**config.mk**
```make
export PLATFORM = sky130hd
export DESIGN_NAME = rotation_rate_ctrl
export DESIGN_NICKNAME = d
export VERILOG_FILES = /design/src/rtl/rotation_rate_ctrl_pkg.sv /design/src/rtl/rotation_rate_ctrl_btn_debounce.sv /design/src/rtl/rotation_rate_ctrl.sv
export SDC_FILE = /design/constraint.sdc
export NUM_CORES = 1
export LEC_CHECK = 0
export ABC_CLOCK_PERIOD_IN_PS = 2300
export CAP_MARGIN = 15
export CORE_UTILIZATION = 58
export DETAILED_ROUTE_END_ITERATION = 16
export DONT_BUFFER_PORTS = 1
export GPL_TIMING_DRIVEN = 0
export HOLD_SLACK_MARGIN = 0.15
export PLACE_DENSITY = 0.77
export SYNTH_ARGS = -nofsm -noshare
export SYNTH_HDL_FRONTEND = slang
export SYNTH_HIERARCHICAL = 1
export SYNTH_SLANG_ARGS = --single-unit
```
**constraint.sdc**
```tcl
create_clock -name clk -period 2.3 [get_ports clk]
set_input_delay 0.23 -clock clk [delete_from_list [all_inputs] [get_ports clk]]
set_output_delay 0.23 -clock clk [all_outputs]
set_load 0.01 [all_outputs]
```
**src/rtl/rotation_rate_ctrl_pkg.sv**
```systemverilog
// Shared types and constants for the rotating-square animator control stage.
package rotation_pkg;

   // Debouncer states; the debounced level is 1 in ONE and WAIT0.
   typedef enum logic [1:0] {
      ZERO  = 2'd0,
      WAIT1 = 2'd1,
      ONE   = 2'd2,
      WAIT0 = 2'd3
   } db_state_t;

   // Rate index limits: 0 is the slowest step rate, 3 the fastest.
   localparam logic [1:0] SPEED_MIN   = 2'd0;
   localparam logic [1:0] SPEED_MAX   = 2'd3;
   localparam logic [1:0] SPEED_RESET = 2'd0;

endpackage

```
**src/rtl/rotation_rate_ctrl_btn_debounce.sv**
```systemverilog
// Push-button conditioner: 2-FF synchroniser, four-state debouncer and a
// one-cycle press pulse issued only on the ZERO->WAIT1->ONE path, so a held
// button yields one press and a new press needs a full release first.
module btn_debounce
   import rotation_pkg::*;
#(
   parameter int DB_CNT = 1_000_000
) (
   input  logic clk,
   input  logic rst,
   input  logic btn_raw,
   output logic press
);

   localparam int CNT_W = (DB_CNT > 1) ? $clog2(DB_CNT) : 1;
   localparam logic [CNT_W-1:0] CNT_TERM = CNT_W'(DB_CNT - 1);

   logic [1:0]       sync_r;
   logic             sync_s;
   db_state_t        state_r;
   db_state_t        state_nxt_s;
   logic [CNT_W-1:0] cnt_r;
   logic [CNT_W-1:0] cnt_nxt_s;
   logic             enter_one_s;
   logic             press_r;

   assign sync_s = sync_r[1];
   assign press  = press_r;

   // Bring the asynchronous button into the clk domain.
   always_ff @(posedge clk or posedge rst) begin
      if (rst) begin
         sync_r <= 2'b00;
      end else begin
         sync_r <= {sync_r[0], btn_raw};
      end
   end

   // Debouncer state, stability counter and registered press pulse.
   always_ff @(posedge clk or posedge rst) begin
      if (rst) begin
         state_r <= ZERO;
         cnt_r   <= '0;
         press_r <= 1'b0;
      end else begin
         state_r <= state_nxt_s;
         cnt_r   <= cnt_nxt_s;
         press_r <= enter_one_s;
      end
   end

   // Next-state logic: a level change is accepted only after DB_CNT stable cycles.
   always_comb begin
      state_nxt_s = state_r;
      cnt_nxt_s   = cnt_r;
      enter_one_s = 1'b0;
      case (state_r)
         ZERO: begin
            if (sync_s) begin
               state_nxt_s = WAIT1;
               cnt_nxt_s   = '0;
            end else begin
               state_nxt_s = ZERO;
            end
         end
         WAIT1: begin
            if (!sync_s) begin
               state_nxt_s = ZERO;
            end else if (cnt_r == CNT_TERM) begin
               state_nxt_s = ONE;
               enter_one_s = 1'b1;
            end else begin
               cnt_nxt_s = cnt_r + CNT_W'(1);
            end
         end
         ONE: begin
            if (!sync_s) begin
               state_nxt_s = WAIT0;
               cnt_nxt_s   = '0;
            end else begin
               state_nxt_s = ONE;
            end
         end
         WAIT0: begin
            if (sync_s) begin
               state_nxt_s = ONE;
            end else if (cnt_r == CNT_TERM) begin
               state_nxt_s = ZERO;
            end else begin
               cnt_nxt_s = cnt_r + CNT_W'(1);
            end
         end
         default: begin
            state_nxt_s = ZERO;
            cnt_nxt_s   = '0;
         end
      endcase
   end

endmodule

```
**src/rtl/rotation_rate_ctrl.sv**
```systemverilog
// Control stage for the rotating-square animator: debounced pause/speed
// buttons, run/pause and rate registers, and the prescaler that emits one
// step pulse per animation step.
module rotation_rate_ctrl
   import rotation_pkg::*;
#(
   parameter int DB_CNT   = 1_000_000,
   parameter int BASE_DIV = 12_500_000
) (
   input  logic       clk,
   input  logic       rst,
   input  logic       btn_pause,
   input  logic       btn_speed,
   output logic       step,
   output logic       running,
   output logic [1:0] speed
);

   // Wide enough for the slowest period, 8*BASE_DIV.
   localparam int PS_W = $clog2(8 * BASE_DIV);
   localparam logic [PS_W-1:0] TERM0 = PS_W'(8 * BASE_DIV - 1);
   localparam logic [PS_W-1:0] TERM1 = PS_W'(4 * BASE_DIV - 1);
   localparam logic [PS_W-1:0] TERM2 = PS_W'(2 * BASE_DIV - 1);
   localparam logic [PS_W-1:0] TERM3 = PS_W'(BASE_DIV - 1);

   logic            pause_press_s;
   logic            speed_press_s;
   logic            clear_s;
   logic [PS_W-1:0] term_s;
   logic            running_r;
   logic [1:0]      speed_r;
   logic [PS_W-1:0] count_r;
   logic            step_r;

   btn_debounce #(.DB_CNT(DB_CNT)) u_db_pause (
      .clk     (clk),
      .rst     (rst),
      .btn_raw (btn_pause),
      .press   (pause_press_s)
   );

   btn_debounce #(.DB_CNT(DB_CNT)) u_db_speed (
      .clk     (clk),
      .rst     (rst),
      .btn_raw (btn_speed),
      .press   (speed_press_s)
   );

   // Any press restarts the period so a rate change never produces a short step.
   assign clear_s = pause_press_s | speed_press_s;

   assign step    = step_r;
   assign running = running_r;
   assign speed   = speed_r;

   // Terminal count P-1 for the current rate, P = BASE_DIV << (3-speed).
   always_comb begin
      term_s = TERM0;
      case (speed_r)
         2'd0:    term_s = TERM0;
         2'd1:    term_s = TERM1;
         2'd2:    term_s = TERM2;
         2'd3:    term_s = TERM3;
         default: term_s = TERM0;
      endcase
   end

   // Run/pause and rate registers, updated the cycle after a press.
   always_ff @(posedge clk or posedge rst) begin
      if (rst) begin
         running_r <= 1'b1;
         speed_r   <= SPEED_RESET;
      end else begin
         if (pause_press_s) begin
            running_r <= ~running_r;
         end
         if (speed_press_s) begin
            speed_r <= (speed_r == SPEED_MAX) ? SPEED_MIN : speed_r + 2'd1;
         end
      end
   end

   // Prescaler: a press clear wins over the terminal count; paused holds the count.
   always_ff @(posedge clk or posedge rst) begin
      if (rst) begin
         count_r <= '0;
         step_r  <= 1'b0;
      end else if (clear_s) begin
         count_r <= '0;
         step_r  <= 1'b0;
      end else if (running_r) begin
         if (count_r == term_s) begin
            count_r <= '0;
            step_r  <= 1'b1;
         end else begin
            count_r <= count_r + PS_W'(1);
            step_r  <= 1'b0;
         end
      end else begin
         step_r <= 1'b0;
      end
   end

endmodule
```
== Yosys cells after proc, flatten, opt, wreduce, memory -nomap -nowiden ==
Cells that the tools add are included.

* Flip-flop bits (word level): 81
* Input port bits: 4
* Output and inout bits: 4

* Add/subtract/negate cells: 4
* Equal/unequal tests: 24
* Muxes and demuxes: 40
* Bitwise operators: 2
* Reductions and logical operators: 8

{| class="wikitable"
|+ Operators with widths
! operator !! number
|-
| two-way mux 20 bit || 10
|-
| case mux 20 bit (4 select lines) || 2
|-
| case mux 27 bit (4 select lines) || 1
|-
| two-way mux 27 bit || 3
|-
| adder 20 x 1 -> 20 bit, second input constant || 2
|-
| equality test 20 bit, second input constant || 2
|-
| adder 27 x 1 -> 27 bit, second input constant || 1
|-
| equality test 27 bit || 1
|-
| two-way mux 2 bit || 9
|-
| case mux 2 bit (4 select lines) || 2
|-
| two-way mux 1 bit || 13
|-
| equality test 2 bit, second input constant || 6
|-
| inequality test 2 x 1 -> 1 bit, second input constant || 4
|-
| inequality test 2 bit, second input constant || 4
|-
| AND reduction 4 bit || 2
|-
| equality test 2 x 1 -> 1 bit, second input constant || 3
|-
| logical NOT 2 bit || 3
|-
| inequality test 3 x 1 -> 1 bit, second input constant || 2
|-
| inequality test 3 bit, second input constant || 2
|-
| AND reduction 2 bit || 2
|-
| adder 2 x 1 -> 2 bit, second input constant || 1
|-
| nonzero test 2 bit || 1
|-
| inverter 1 bit || 1
|-
| OR 1 bit || 1
|}

== Longest topological paths before layout ==
Gate-level depths: netlist of run 1.

* Word-level depth: 6
* Gate-level depth with buffers: 9
* Depth with buffers taken out: 8

== Modules after synthesis ==
The synthesis of run 1 kept the hierarchy.

{| class="wikitable"
|+ Modules (own cells, without submodules)
! module !! times used !! cells each !! area each (µm²)
|-
| btn_debounce || 2 || 131 || 1347.5
|-
| rotation_rate_ctrl || 1 || 218 || 1914.3
|}

== Worst setup path after synthesis of run 1 ==
Ideal clock, no wire load.

* Path kind: register to register
* Start: register speed_r[0] (netlist: speed[0])
* End: register count_r[14]
* Library setup time: 118 ps
* Arrival time: 2151 ps
* Path slack: 31 ps
* Cell stages (with the launch flop): 10
* Clock period less this slack: 2269 ps
* Path through: dfrtp_1 -> inv_1 -> ha_1 -> or4b_4 -> o22ai_2 -> o221a_4 -> a21oi_2 -> buf_6 -> a21o_1 -> a21o_1

* Cells in the longest elaborated chain, start to end: 6
* Elaborated cells on any way between the ends: 9
* Those cells by class: 4 x eq/ne; 4 x mux; 1 x reduce/logical

{| class="wikitable"
|+ Ends and longest elaborated chain
! what !! RTL line !! source
|-
| start, declared || rotation_rate_ctrl.sv:31 || <nowiki>logic [1:0] speed_r;</nowiki>
|-
| start signal, assigned || rotation_rate_ctrl.sv:78 || <nowiki>speed_r <= (speed_r == SPEED_MAX) ? SPEED_MIN : speed_r + 2'd1;</nowiki>
|-
| equality test 2 bit, or another cell as far along || rotation_rate_ctrl.sv:59 || <nowiki>case (speed_r)</nowiki>
|-
| case mux 27 bit (4 select lines) (*) || rotation_rate_ctrl.sv:59 ||
|-
| equality test 27 bit (*) || rotation_rate_ctrl.sv:92 || <nowiki>if (count_r == term_s) begin</nowiki>
|-
| two-way mux 27 bit (*) || rotation_rate_ctrl.sv:92 ||
|-
| two-way mux 27 bit (*) || rotation_rate_ctrl.sv:91 || <nowiki>end else if (running_r) begin</nowiki>
|-
| two-way mux 27 bit (*) || rotation_rate_ctrl.sv:88 || <nowiki>end else if (clear_s) begin</nowiki>
|-
| end signal, assigned || rotation_rate_ctrl.sv:96 || <nowiki>count_r <= count_r + PS_W'(1);</nowiki>
|-
| end, declared || rotation_rate_ctrl.sv:32 || <nowiki>logic [PS_W-1:0] count_r;</nowiki>
|}

Mark *: on every way between the ends. The rest lies on a longest branch, timed or not. The select of a mux whose other input is x is not followed.
A chain may end at the register's enable or synchronous reset.

== Worst setup path in the final report of run 1 ==
* Start: register speed_r[0] (netlist: speed[0])
* End: register count_r[19]

Same word-level chain as after synthesis.

==> metrics, run 1 <==
Max H-tree Level=3; Vias/cell=approximately 6.5; Clock transition at path regs=roughly 90 ps; Synth Area per Inst=9.60 µm²; via count=3945; syn nets=about 500; Rows=32; Worst setup SP type=register; final wirelength=11000 µm; Die Y=about 91 µm; Total Power=0.00283 W; Pwr per Cell Area=549 nW/µm²; Setup Skew=approximately 14 ps; worst slew pin tran=973 ps; CTS tree=built; top_reg_cell synth=dfrtp_1; final core utilization=67.0%; Antenna Diode Count=0; drc violations=0; CP max FO=6; Peak VDD IR=between 300 and 400 µV; CORE AREA=7690 µm²; P&R area growth vs syn=11.7%; Routed Antenna Nets=0; grt ovf=0; Cells after DPL=around 600; class of the worst hold path=reg -> reg; Tmin final=2290 ps; Setup CP Type=reg -> reg; Post-Syn Instances=480; cell family with most CP delay=compound AO/OA/AOI/OAI gates; Mapped Area=4610 µm²; most common cell in the netlist=dfrtp_1; critical-path cell list=inv_4 -> ha_4 -> or4b_4 -> o22ai_4 -> o221a_4 -> a21oi_4 -> buf_6 -> a21o_1 -> a21o_1; fill count=between 500 and 600; die area=8310 µm²; Slew Limit Fails=0; Seq cells post-synth=81; post-DR wirelength/cell=approximately 18 µm; Die Span X=91.1 µm; Worst EP required=2550 ps; largest net degree at the start of global routing=26; Worst path max stage delay=520 ps; initial antenna violation count=0; CTS sink count=81; worst path arrival time=2540 ps; Synth area leader=dfrtp_1; port bufs=0; final worst path period share=99.5%; Final #Nets=approximately 500; Synth area leaders=dfrtp_1 (43%), nand3_1 (4.0%), nand2_1 (3.8%); number of flops mapped to enable cells by yosys=0; GP Congestion=0.893; ys async rst share=between 90% and 100%; io pins=8; first-pass GRT wire length=~18000 µm; Slew headroom=35.1%; vias in the first global route=3790; DP Wirelength=7410 µm; clk buf depth=2; Initial Util=60.0%; status=complete, no violations; max_cap viols=0; Most Frequent Cell on Critical Path=a21o_1; Leak=between 2 and 2.5 nW; share of cells above drive strength 1=15.6%; sequential area share after synthesis=44.0%; WHS=between 300 and 400 ps; Num CTS Buffers=9; Finished Layout Cells=608; YS warnings=6; final setup fails=0; top cell type's share of synthesized area=43.4%; clk root buf=clkbuf_8; Worst setup EP type=register; Crit-path slowest cell=or4b_4; Iter 0 DRT Violations=roughly 210; RSZ-0062 raised after global routing=true; Final Hold Vio Count=0; worst-skew pair later-pin latency=around 350 ps; crit path buf inv count=2; synth cell count leaders=dfrtp_1 (80), nand2_1 (47), nand3_1 (37); f_max=437 MHz; DRT Pass-1 Iters=5; library cells used by synthesis=63; GRT Total Usage=between 20% and 30%
state kept, by name, indices dropped and copies added, names as in the netlist, named ones only:
name                cells
step                    1
u_db_speed/press        1
u_db_pause/press        1
u_db_speed/sync_r       2
speed                   2
u_db_pause/state_r      1
u_db_pause/sync_r       2
running                 1
u_db_speed/state_r      1
u_db_pause/cnt_r       20
u_db_speed/cnt_r       20
count_r                27
cell type report:
cell class,instances,area [µm²],area share (%)
tap,102,128,2.48
buffer,17,140,2.72
sequential,81,2030,39.4
timing repair buffer,10,97.6,1.90
multi-input combinational,359,2430,47.3
clock inverter,6,91.3,1.77
inverter,23,88.8,1.73
clock buffer,10,138,2.67
what timing repair did:
action	in CTS	in global routing
cloned	0	2
pin swaps	0	3
setup buffers	0	3
resized for setup	11	13
hold endpoints to repair	64	0
setup endpoints to repair	27	22
hold buffers	3	0
per-layer routing:
metal / global-route usage (%) / vias up / part of all wire (%)
li1: - / 1860 / -
met1: 34.9 / 1902 / 43
met2: 44.9 / 154 / 49
met3: 4.86 / 29 / 5.5
met4: 11.9 / 0 / 2.8
met5: 0 / - / 0
path summary, 6_finish.rpt:
check                                          startpoint                              to  slack [ps]  depth (start not counted)
max reg2reg                          speed[0]$_DFFE_PP0P_         count_r[19]$_DFFE_PP0P_          10                          9
max in group asynchronous                             rst  u_db_speed/sync_r[1]$_DFF_PP0_        1070                          2
min reg2reg                u_db_speed/sync_r[0]$_DFF_PP0_  u_db_speed/sync_r[1]$_DFF_PP0_         350                          0
min                        u_db_speed/sync_r[0]$_DFF_PP0_  u_db_speed/sync_r[1]$_DFF_PP0_         350                          0
min in group asynchronous                             rst                  step$_DFF_PP0_         460                          2
max                                  speed[0]$_DFFE_PP0P_         count_r[19]$_DFFE_PP0P_          10                          9
power by group:
group          switching, W  internal [W]
Combinational     0.0000945     0.0000543
Clock              0.000531      0.000645
Sequential        0.0000492       0.00145
cells in the final DEF (no fill, tap or decap), types with 4 or more instances in the layout:
cell type | synthesis | layout
inv_1 | 21 | 19
nand2_1 | 47 | 47
a22o_1 | 10 | 10
a31oi_1 | 15 | 15
nor2_2 | 4 | 4
o31ai_1 | 8 | 8
nand2b_1 | 5 | 5
buf_2 | 5 | 5
or3_1 | 16 | 16
dfrtp_1 | 80 | 78
o21ai_0 | 9 | 9
or4_1 | 6 | 6
a21o_1 | 11 | 11
nand4_1 | 17 | 17
and3_1 | 6 | 6
clkbuf_8 | 0 | 10
a21oi_1 | 33 | 33
buf_4 | 2 | 4
xor2_1 | 4 | 4
mux2_2 | 4 | 4
and2_1 | 4 | 4
clkbuf_1 | 4 | 4
xnor2_1 | 6 | 6
nor2_1 | 22 | 22
nand3_1 | 37 | 37
o21ai_1 | 10 | 10
ha_1 | 7 | 5
a41oi_1 | 7 | 7
nor3_1 | 8 | 7
mux2i_1 | 7 | 7
buf_6 | 6 | 8
cells by family after synthesis:
kind of cell | Yosys count | share of synthesized area, %
multiplexers | 11 | 2.50
adder cells (fa/ha/maj) | 7 | 1.90
XOR/XNOR | 10 | 1.90
AND/OR/NAND/NOR | 207 | 26.5
buffers and inverters | 40 | 4.53
AO/OA/AOI/OAI | 124 | 18.6
flip-flops | 81 | 44.0
stage by stage:
stage	setup slack, ps	cell area (µm²)	setup TNS, ps
2_1_floorplan	31.1	4610	0
3_3_place_gp	-214	4740	-3380
3_5_place_dp	-261	4760	-4700
4_1_cts	-1.90	5060	-1.90
5_1_grt	-64.0	5150	-499
6_report	12.0	5150	0
Power figures use the tool's default switching activity.
==> run 2, diff against run 1 <==
PLACE_DENSITY = default   (was 0.77)
PLACE_DENSITY_LB_ADDON = 0.1   (was default)
==> run 2 against run 1 <==
Non-clock buffer count fell by 3. Critical path depth did not move. Critical path type unchanged. Global-route usage rose by 0.18 points. Sequential cell count did not move. First-iteration DRC count fell by 8.7%. Hold slack improved by 2.3 ps. Count of clock-buffer cells in the layout rose by 1. Highest routed layer unchanged. Clock skew barely moved. Design area fell by 1.0%. Critical endpoint unchanged. Setup slack improved by 23 ps.
==> metrics, run 2 (same netlist as run 1, synthesis figures left out) <==
CORE AREA=7690 µm² (unchanged); cell family with most CP delay=compound AO/OA/AOI/OAI gates; Worst setup SP type=register; die area=8310 µm² (unchanged); grt ovf=0 (unchanged); CTS sink count=81 (unchanged); WHS=353 ps (+2.31 ps); initial antenna violation count=0 (unchanged); Max H-tree Level=3 (unchanged); max_cap viols=0 (unchanged); Vias/cell=6.41 (-1.2%); worst slew pin tran=959 ps (-14.2 ps); Routed Antenna Nets=0 (unchanged); f_max=442 MHz (+1.0%); Setup CP Type=reg -> reg; final wirelength=10700 µm (-2.2%); class of the worst hold path=reg -> reg; worst reg2reg endpoint=count_r[19]$_DFFE_PP0P_; Pwr per Cell Area=553 nW/µm² (+0.65%); Slew headroom=36.0% (+0.95 points); Antenna Diode Count=0 (unchanged); fill count=614 (+4.6%); RSZ-0062 raised after global routing=true; Worst EP required=2550 ps (about the same); Initial Util=60.0% (unchanged); Die Y=91.1 µm (unchanged); Slew Limit Fails=0 (unchanged); Comb pwr share=5.3% (about the same); Worst setup EP type=register; Largest regs=count_r: 27 flops, u_db_pause/cnt_r: 20 flops, u_db_speed/cnt_r: 20 flops; vias in the first global route=3846 (+1.5%); Tmin final=2260 ps (-23.1 ps); Crit. Startpoint=speed[0]$_DFFE_PP0P_; GP Congestion=0.885 (-0.86%); sw frac=23.8% (-0.10 points); max reg flops=27 (unchanged); DRT Pass-1 Iters=4 (-1); worst hold endpoint=u_db_speed/sync_r[1]$_DFF_PP0_; critical-path cell list=inv_4 -> ha_4 -> or4b_4 -> o22ai_2 -> o221a_4 -> a21o_2 -> buf_6 -> nor3_1 -> a21o_1; via count=3877 (-1.7%); clock network power share=41.4% (-0.2 points); first-pass GRT wire length=18100 µm (+1.2%); Leak=2.11 nW (-1.6%); Clock transition at path regs=80 ps (about the same); crit path buf inv count=2 (unchanged); port bufs=0 (unchanged); Worst path max stage delay=510 ps (about the same); Setup Skew=13.6 ps (-0.0833 ps); Total Power=0.00282 W (-0.36%); most frequent cells in the layout=dfrtp_1 (78), nand2_1 (47), nand3_1 (37); clk root buf=clkbuf_8; CTS tree=built; final setup fails=0 (unchanged); hold path cells=0 (unchanged); drc violations=0 (unchanged); Rows=32 (unchanged); io pins=8 (unchanged); Final #Nets=509 (-0.59%); P&R area growth vs syn=10.6%; DP Wirelength=7440 µm (+0.38%); Int Power=0.00215 W (-0.22%); status=complete, no violations; largest net degree at the start of global routing=26 (unchanged); final worst setup slack=35.1 ps (+23.1 ps); post-DR wirelength/cell=17.7 µm (-1.7%); Finished Layout Cells=605 (-0.49%); Biggest register=count_r; Crit-path slowest cell=or4b_4; Iter 0 DRT Violations=190 (-8.7%); final worst path period share=98.5% (-1.0 points); Die Span X=91.1 µm (unchanged); Final Hold Vio Count=0 (unchanged); GRT Total Usage=27.3% (+0.18 points); DP Worst Slack=-224 ps (+36.7 ps); clk buf depth=2 (unchanged); CP max FO=10 (+4); share of cells above drive strength 1=14.7% (-0.90 points); FF-to-FF setup slack=40 ps (+20 ps); worst-skew pair later-pin latency=360 ps (about the same); commonest non-fill, non-tap cell in the layout=dfrtp_1; hold path start=u_db_speed/sync_r[0]$_DFF_PP0_; worst path arrival time=2510 ps (-30 ps); Peak VDD IR=414 µV (+16%); Reg power frac=53.2% (about the same); RR Startpoint=speed[0]$_DFFE_PP0P_; Num CTS Buffers=9 (unchanged); net switching power=0.000670 W (-0.78%); r2r worst-path depth=9 (unchanged); Cells after DPL=584 (+0.17%)
==> run 2: power groups by stage <==
stage | sequential (W) | combinational, W | clock [W]
final | 0.00150 | 0.000150 | 0.00117
after global routing | 0.00151 | 0.000169 | 0.00124
after CTS | 0.00150 | 0.000151 | 0.00118
after detailed placement | 0.00153 | 0.000147 | 0
after global placement | 0.00153 | 0.000137 | 0
after floorplan | 0.00152 | 0.000110 | 0
==> run 2: area by class of cell <==
| type | instances | area [µm²] | share of cell area [%] |
|---|---|---|---|
| repair buffers | 7 | 77.6 | 1.52 |
| flip-flops and latches | 81 | 2030 | 39.8 |
| multi-input cells | 359 | 2420 | 47.4 |
| inverters | 23 | 88.8 | 1.74 |
| clock buffers | 11 | 141 | 2.77 |
| clock inverters | 5 | 80.1 | 1.57 |
| plain buffers | 17 | 133 | 2.60 |
| well taps | 102 | 128 | 2.50 |
==> run 2: worst max path at each step <==
stage | to | depth (start not counted) | slack, ps
6_report | count_r[19]$_DFFE_PP0P_ | 9 | 40
5_1_grt | count_r[19]$_DFFE_PP0P_ | 9 | -20
4_1_cts | count_r[19]$_DFFE_PP0P_ | 9 | 10
3_5_place_dp | count_r[16]$_DFFE_PP0P_ | 9 | -220
3_3_place_gp | count_r[16]$_DFFE_PP0P_ | 9 | -190
2_1_floorplan | count_r[14]$_DFFE_PP0P_ | 9 | 30
==> run 2: routing by layer <==
layer | wire (µm) | global-route usage [%] | part of all wire, %
met5 | 0 | 0 | 0
met2 | 5340 | 45.5 | 50
met4 | 310 | 13.0 | 2.9
met3 | 429 | 3.60 | 4.0
met1 | 4660 | 35.2 | 43
==> run 2: through the flow <==
step,TNS [ps],utilization [%],area [µm²]
detailed placement,-3450,62.0,4770
finish,0,66.3,5100
CTS,0,65.6,5040
floorplan,0,-,4610
global placement,-2540,61.6,4740
global route,-105,66.3,5100
==> run 2: what timing repair did <==
action	4_1_cts	5_1_grt
hold buffers	3	0
resized for setup	6	14
endpoints found under the hold margin	63	0
setup buffers	0	1
setup endpoints to repair	27	22
pin swaps	0	3
cloned	0	1
